$ cat src/rtl/sp_ram_arbiter.sv
// Two-requester round-robin arbiter and sequencer for a single-port RAM.
// Optional grant/conflict counters are compiled in with SP_RAM_ARB_STATS_EN.
module sp_ram_arbiter #(
    parameter int ADDR_WIDTH       = 10,
    parameter int DATA_WIDTH       = 64,
    parameter int INIT_WAIT_CYCLES = 1024
) (
    input  logic                  clk,
    input  logic                  rst_n,
    input  logic                  hold,
    output logic                  busy,
    input  logic                  req0_valid,
    output logic                  req0_ready,
    input  logic                  req0_we,
    input  logic [ADDR_WIDTH-1:0] req0_addr,
    input  logic [DATA_WIDTH-1:0] req0_wdata,
    input  logic [DATA_WIDTH-1:0] req0_wmask,
    input  logic                  req1_valid,
    output logic                  req1_ready,
    input  logic                  req1_we,
    input  logic [ADDR_WIDTH-1:0] req1_addr,
    input  logic [DATA_WIDTH-1:0] req1_wdata,
    input  logic [DATA_WIDTH-1:0] req1_wmask,
    output logic                  rsp0_valid,
    output logic [DATA_WIDTH-1:0] rsp0_rdata,
    output logic                  rsp1_valid,
    output logic [DATA_WIDTH-1:0] rsp1_rdata,
    output logic                  ram_clk_en,
    output logic                  ram_rdw_en,
    output logic [ADDR_WIDTH-1:0] ram_addr,
    output logic [DATA_WIDTH-1:0] ram_data_in,
    output logic [DATA_WIDTH-1:0] ram_mask,
    input  logic [DATA_WIDTH-1:0] ram_data_out
`ifdef SP_RAM_ARB_STATS_EN
    ,
    output logic [15:0]           stat_grant0,
    output logic [15:0]           stat_grant1,
    output logic [15:0]           stat_conflict
`endif
);

    // state  | meaning
    // S_INIT | post-reset wait, RAM may still be sweeping
    // S_RUN  | grants allowed while hold = 0
    // S_HOLD | external owner has the RAM, no grants
    typedef enum logic [1:0] {S_INIT, S_RUN, S_HOLD} state_t;

    localparam int CNT_W = (INIT_WAIT_CYCLES > 1) ? $clog2(INIT_WAIT_CYCLES) : 1;
    localparam logic [CNT_W-1:0] CNT_LAST =
        CNT_W'((INIT_WAIT_CYCLES > 0) ? INIT_WAIT_CYCLES - 1 : 0);

    state_t                state, state_nxt;
    logic [CNT_W-1:0]      init_cnt, init_cnt_nxt;
    logic                  last_grant;
    logic                  can_grant, gnt0, gnt1;
    logic                  rd_p1, tag_p1;
    logic                  rsp0_valid_q, rsp1_valid_q;
    logic [DATA_WIDTH-1:0] rsp0_rdata_q, rsp1_rdata_q;

    always_ff @(posedge clk) begin
        if (!rst_n) begin
            state    <= S_INIT;
            init_cnt <= '0;
        end else begin
            state    <= state_nxt;
            init_cnt <= init_cnt_nxt;
        end
    end

    always_comb begin
        state_nxt    = state;
        init_cnt_nxt = init_cnt;
        case (state)
            S_INIT: begin
                if (INIT_WAIT_CYCLES == 0 || init_cnt == CNT_LAST)
                    state_nxt = S_RUN;
                else
                    init_cnt_nxt = init_cnt + CNT_W'(1);
            end
            S_RUN:   if (hold)  state_nxt = S_HOLD;
            S_HOLD:  if (!hold) state_nxt = S_RUN;
            default: state_nxt = S_INIT;
        endcase
    end

    // rst_n gates grants so nothing reaches the RAM in the cycle reset is applied
    assign can_grant = rst_n && (state == S_RUN) && !hold;
    assign gnt0      = can_grant && req0_valid && (!req1_valid || last_grant);
    assign gnt1      = can_grant && req1_valid && (!req0_valid || !last_grant);

    assign req0_ready = gnt0;
    assign req1_ready = gnt1;

    always_comb begin
        ram_clk_en  = 1'b0;
        ram_rdw_en  = 1'b0;
        ram_addr    = '0;
        ram_data_in = '0;
        ram_mask    = '0;
        if (gnt0) begin
            ram_clk_en  = 1'b1;
            ram_rdw_en  = req0_we;
            ram_addr    = req0_addr;
            ram_data_in = req0_wdata;
            ram_mask    = req0_wmask;
        end else if (gnt1) begin
            ram_clk_en  = 1'b1;
            ram_rdw_en  = req1_we;
            ram_addr    = req1_addr;
            ram_data_in = req1_wdata;
            ram_mask    = req1_wmask;
        end
    end

    always_ff @(posedge clk) begin
        if (!rst_n) begin
            last_grant   <= 1'b1;
            rd_p1        <= 1'b0;
            tag_p1       <= 1'b0;
            rsp0_valid_q <= 1'b0;
            rsp1_valid_q <= 1'b0;
            rsp0_rdata_q <= '0;
            rsp1_rdata_q <= '0;
        end else begin
            if (gnt0) last_grant <= 1'b0;
            if (gnt1) last_grant <= 1'b1;
            rd_p1        <= (gnt0 && !req0_we) || (gnt1 && !req1_we);
            tag_p1       <= gnt1;
            rsp0_valid_q <= rd_p1 && !tag_p1;
            rsp1_valid_q <= rd_p1 && tag_p1;
            if (rd_p1 && !tag_p1) rsp0_rdata_q <= ram_data_out;
            if (rd_p1 && tag_p1)  rsp1_rdata_q <= ram_data_out;
        end
    end

    assign rsp0_valid = rst_n && rsp0_valid_q;
    assign rsp1_valid = rst_n && rsp1_valid_q;
    assign rsp0_rdata = rst_n ? rsp0_rdata_q : '0;
    assign rsp1_rdata = rst_n ? rsp1_rdata_q : '0;
    assign busy       = !rst_n || (state != S_RUN) || rd_p1;

`ifdef SP_RAM_ARB_STATS_EN
    always_ff @(posedge clk) begin
        if (!rst_n) begin
            stat_grant0   <= '0;
            stat_grant1   <= '0;
            stat_conflict <= '0;
        end else begin
            if (gnt0 && stat_grant0 != 16'hFFFF) stat_grant0 <= stat_grant0 + 16'd1;
            if (gnt1 && stat_grant1 != 16'hFFFF) stat_grant1 <= stat_grant1 + 16'd1;
            if (state == S_RUN && !hold && req0_valid && req1_valid &&
                stat_conflict != 16'hFFFF)
                stat_conflict <= stat_conflict + 16'd1;
        end
    end
`endif

endmodule

$ cat config.mk
export PLATFORM = sky130hd
export DESIGN_NAME = sp_ram_arbiter
export DESIGN_NICKNAME = d
export VERILOG_FILES = /design/src/rtl/sp_ram_arbiter.sv
export SDC_FILE = /design/constraint.sdc
export NUM_CORES = 1
export LEC_CHECK = 0
export ABC_AREA = 1
export BUFFER_PORTS_ARGS = -buffer_cell sky130_fd_sc_hd__buf_2
export CORE_AREA = 3 3 238 240
export CTS_CLUSTER_SIZE = 40
export DETAILED_ROUTE_END_ITERATION = 16
export DIE_AREA = 0 0 241 243
export PLACE_DENSITY_LB_ADDON = 0.2
export SLEW_MARGIN = 20
export SYNTH_ARGS = -nofsm -noshare
export SYNTH_HDL_FRONTEND = slang
export SYNTH_SLANG_ARGS = --single-unit
$ cat constraint.sdc
create_clock -name clk -period 3.2 [get_ports clk]
set_clock_uncertainty 0.2 [all_clocks]
set_input_delay 0.16 -clock clk [delete_from_list [all_inputs] [get_ports clk]]
set_output_delay 0.16 -clock clk [all_outputs]
set_load 0.005 [all_outputs]
==> impl_metrics.json <==
{
  "grt_usage_pct": 16.1,
  "clockBufferDepth": 2,
  "cts_setup_buffers": 0,
  "worstPathMaxFanout": 73,
  "overflow": 0,
  "die_x_um": 241,
  "final_common_cell": "buf_2",
  "syn_nets": 1601,
  "drt_iter0_markers": 477,
  "finalCritPeriodShare_pct": 93.6,
  "status": "finished clean",
  "start_util_pct": 13.6,
  "end_kind": "output port",
  "synth.largest_area_cell": "dfxtp_1",
  "drv_slew": 0,
  "drc": 0,
  "cp_data_arrival_time_ns": 2.63,
  "vias": 10200,
  "path_clk_slew_ns": 0.07,
  "drt_wl_total_um": 50000,
  "post_cts_resized": 0,
  "synth_cells": 1253,
  "port_buffers": 619,
  "coreArea_mm2": 0.0549,
  "die_h_um": 243,
  "ys_seq_area_share_pct": 39.0,
  "cp-start-kind": "primary input",
  "finalWorstSetupSlack_ns": 0.206,
  "grt_pass1_vias": 10100,
  "postLayoutCellArea_mm2": 0.0126,
  "required_ns": 2.84,
  "powerDensity_mw_per_mm2": 332,
  "dp_hpwl_um": 41100,
  "tightest_slew_ns": 0.897,
  "ant_nets": 0,
  "dr.pass1.iters": 5,
  "worst_r2r_startpoint": "init_cnt[0]",
  "synth_warnings": 0,
  "setup_viol": 0,
  "cts_made_buffers": 17,
  "dieArea_mm2": 0.0586,
  "p_total_uw": 4180,
  "antenna_found_initial": 30,
  "ios": 620,
  "hold_viol_final": 0,
  "place_area_mm2": 0.0113,
  "fin_nets": 2257,
  "drive_gt1_share_pct": 35.5,
  "crit_path_end": "rsp1_rdata[35]",
  "hold_path_class": "primary input to flop",
  "crit_type": "primary input to output port",
  "clock_latency_ns": 0.44,
  "grt_max_degree": 74,
  "ys_seq_elements": 145,
  "cts_tree": "done",
  "rows": 86,
  "fmax_ghz": 0.334,
  "cts_hold_buf": 70,
  "irDropWorstVdd_mv": 0.305,
  "r2r_end": "state[1]",
  "max_slew_margin_pct": 40.2,
  "drv_cap": 0,
  "min_from": "req1_valid",
  "p_leak_uw": 0.00854,
  "cts-root-buf": "clkbuf_16",
  "min_period_ns": 2.99,
  "synth_area_leaders": "dfxtp_1, nand2_1, inv_1",
  "syn2layout_area_growth_pct": 69.2,
  "tns_ns": 0,
  "rsz0062_at_grt": "no",
  "grt_pass1_wl_um": 68400,
  "syn_avg_cell_area_um2": 5.95,
  "cts.sinks": 145,
  "globalplace.congestion": 0.960,
  "viasPerCell": 3.88,
  "layout_common_cells": "buf_2, nand2_1, inv_1",
  "wire_per_inst_um": 19.0,
  "crit_path_start": "rst_n",
  "htree_levels": 4,
  "synthDistinctLibCells": 22,
  "synth_area_mm2": 0.00745,
  "synth_top_area_share_pct": 39.0,
  "rrSetupSlack_ns": 0.74,
  "dpl_worst_slack_ns": 0.697,
  "reg2reg_depth": 8
}
==> cell type report <==
class | instances | area, µm²
antenna | 11 | 27.5
clock buffer | 17 | 425
clock inverter | 15 | 151
fill | 6415 | 42300
inverter | 216 | 816
multi-input combinational | 820 | 3410
sequential | 145 | 2900
tap | 704 | 881
timing repair buffer | 709 | 3990
==> power by group <==
part	switching [µW]	leakage (µW)	total, µW	internal (µW)
Clock	907	0.000281	2000	1090
Sequential	4.38	0.00117	1810	1810
Combinational	161	0.00709	369	208
Total	1070	0.00854	4180	3110
==> flip-flops by register name, indices dropped and copies added (netlist names), 2 cells and up <==
name / cells
rsp0_rdata_q: 64
rsp1_rdata_q: 64
state: 2
init_cnt: 10
==> how the worst min path moves through the flow <==
stage / endpoint / slack [ns] / cells after the start
global route: tag_p1 / 0.05 / 4
CTS: tag_p1 / 0.02 / 4
detailed placement: rsp0_rdata_q[17] / 0.20 / 3
finish: tag_p1 / 0.05 / 4
global placement: rsp0_rdata_q[17] / 0.20 / 3
floorplan: rd_p1 / 0.07 / 1
==> metrics by stage <==
step | hold WS (ns) | util (%) | cells
final | 0.0486 | 23.0 | 2637
after global routing | 0.0550 | 23.0 | 2635
after CTS | 0.0198 | 22.9 | 2626
after detailed placement | 0.202 | 20.6 | 2524
after global placement | 0.198 | 20.6 | 2524
after floorplan | 0.0674 | - | 1253
==> synthesized netlist by cell type <==
cell      instances
nor2_1           79
clkbuf_1         36
nor2_2            1
nor3_2            1
a21oi_1          72
nor3_1            1
buf_2            19
o21ai_0           5
nand2_2           1
inv_1           212
nand2_1         578
xor2_1            2
dfxtp_1         145
buf_1             5
inv_2             4
o22ai_1          65
a21boi_0          1
buf_4            12
ha_1              1
nand3_1           8
a31o_2            1
nand4_1           4
==> logic make-up (layout without fill, tap and decap cells) <==
| kind of cell | after synthesis | in the layout | share of synthesized area (%) |
|---|---|---|---|
| buffers and inverters | 288 | 957 | 15.4 |
| AO/OA/AOI/OAI | 144 | 144 | 10.8 |
| flip-flops | 145 | 145 | 39.0 |
| AND/OR/NAND/NOR | 673 | 673 | 34.3 |
| other | 0 | 11 | 0 |
| adder cells (fa/ha/maj) | 1 | 1 | 0.168 |
| XOR/XNOR | 2 | 2 | 0.235 |
==> metal layers <==
metal | vias to the layer above | share of wire (%) | GRT usage [%]
li1 | 5064 | - | -
met1 | 4679 | 39 | 17.9
met2 | 427 | 51 | 29.6
met3 | 70 | 7.5 | 4.48
met4 | 0 | 2.4 | 5.03
met5 | - | 0 | 0
==> critical path: stages <==
cell	delay, ns
dlygate4sd3_1	0.52
buf_4	0.11
buf_4	0.61
buf_4	0.74
nand2_1	0.18
inv_1	0.10
buf_2	0.12
(Power assumes the default switching activity.)
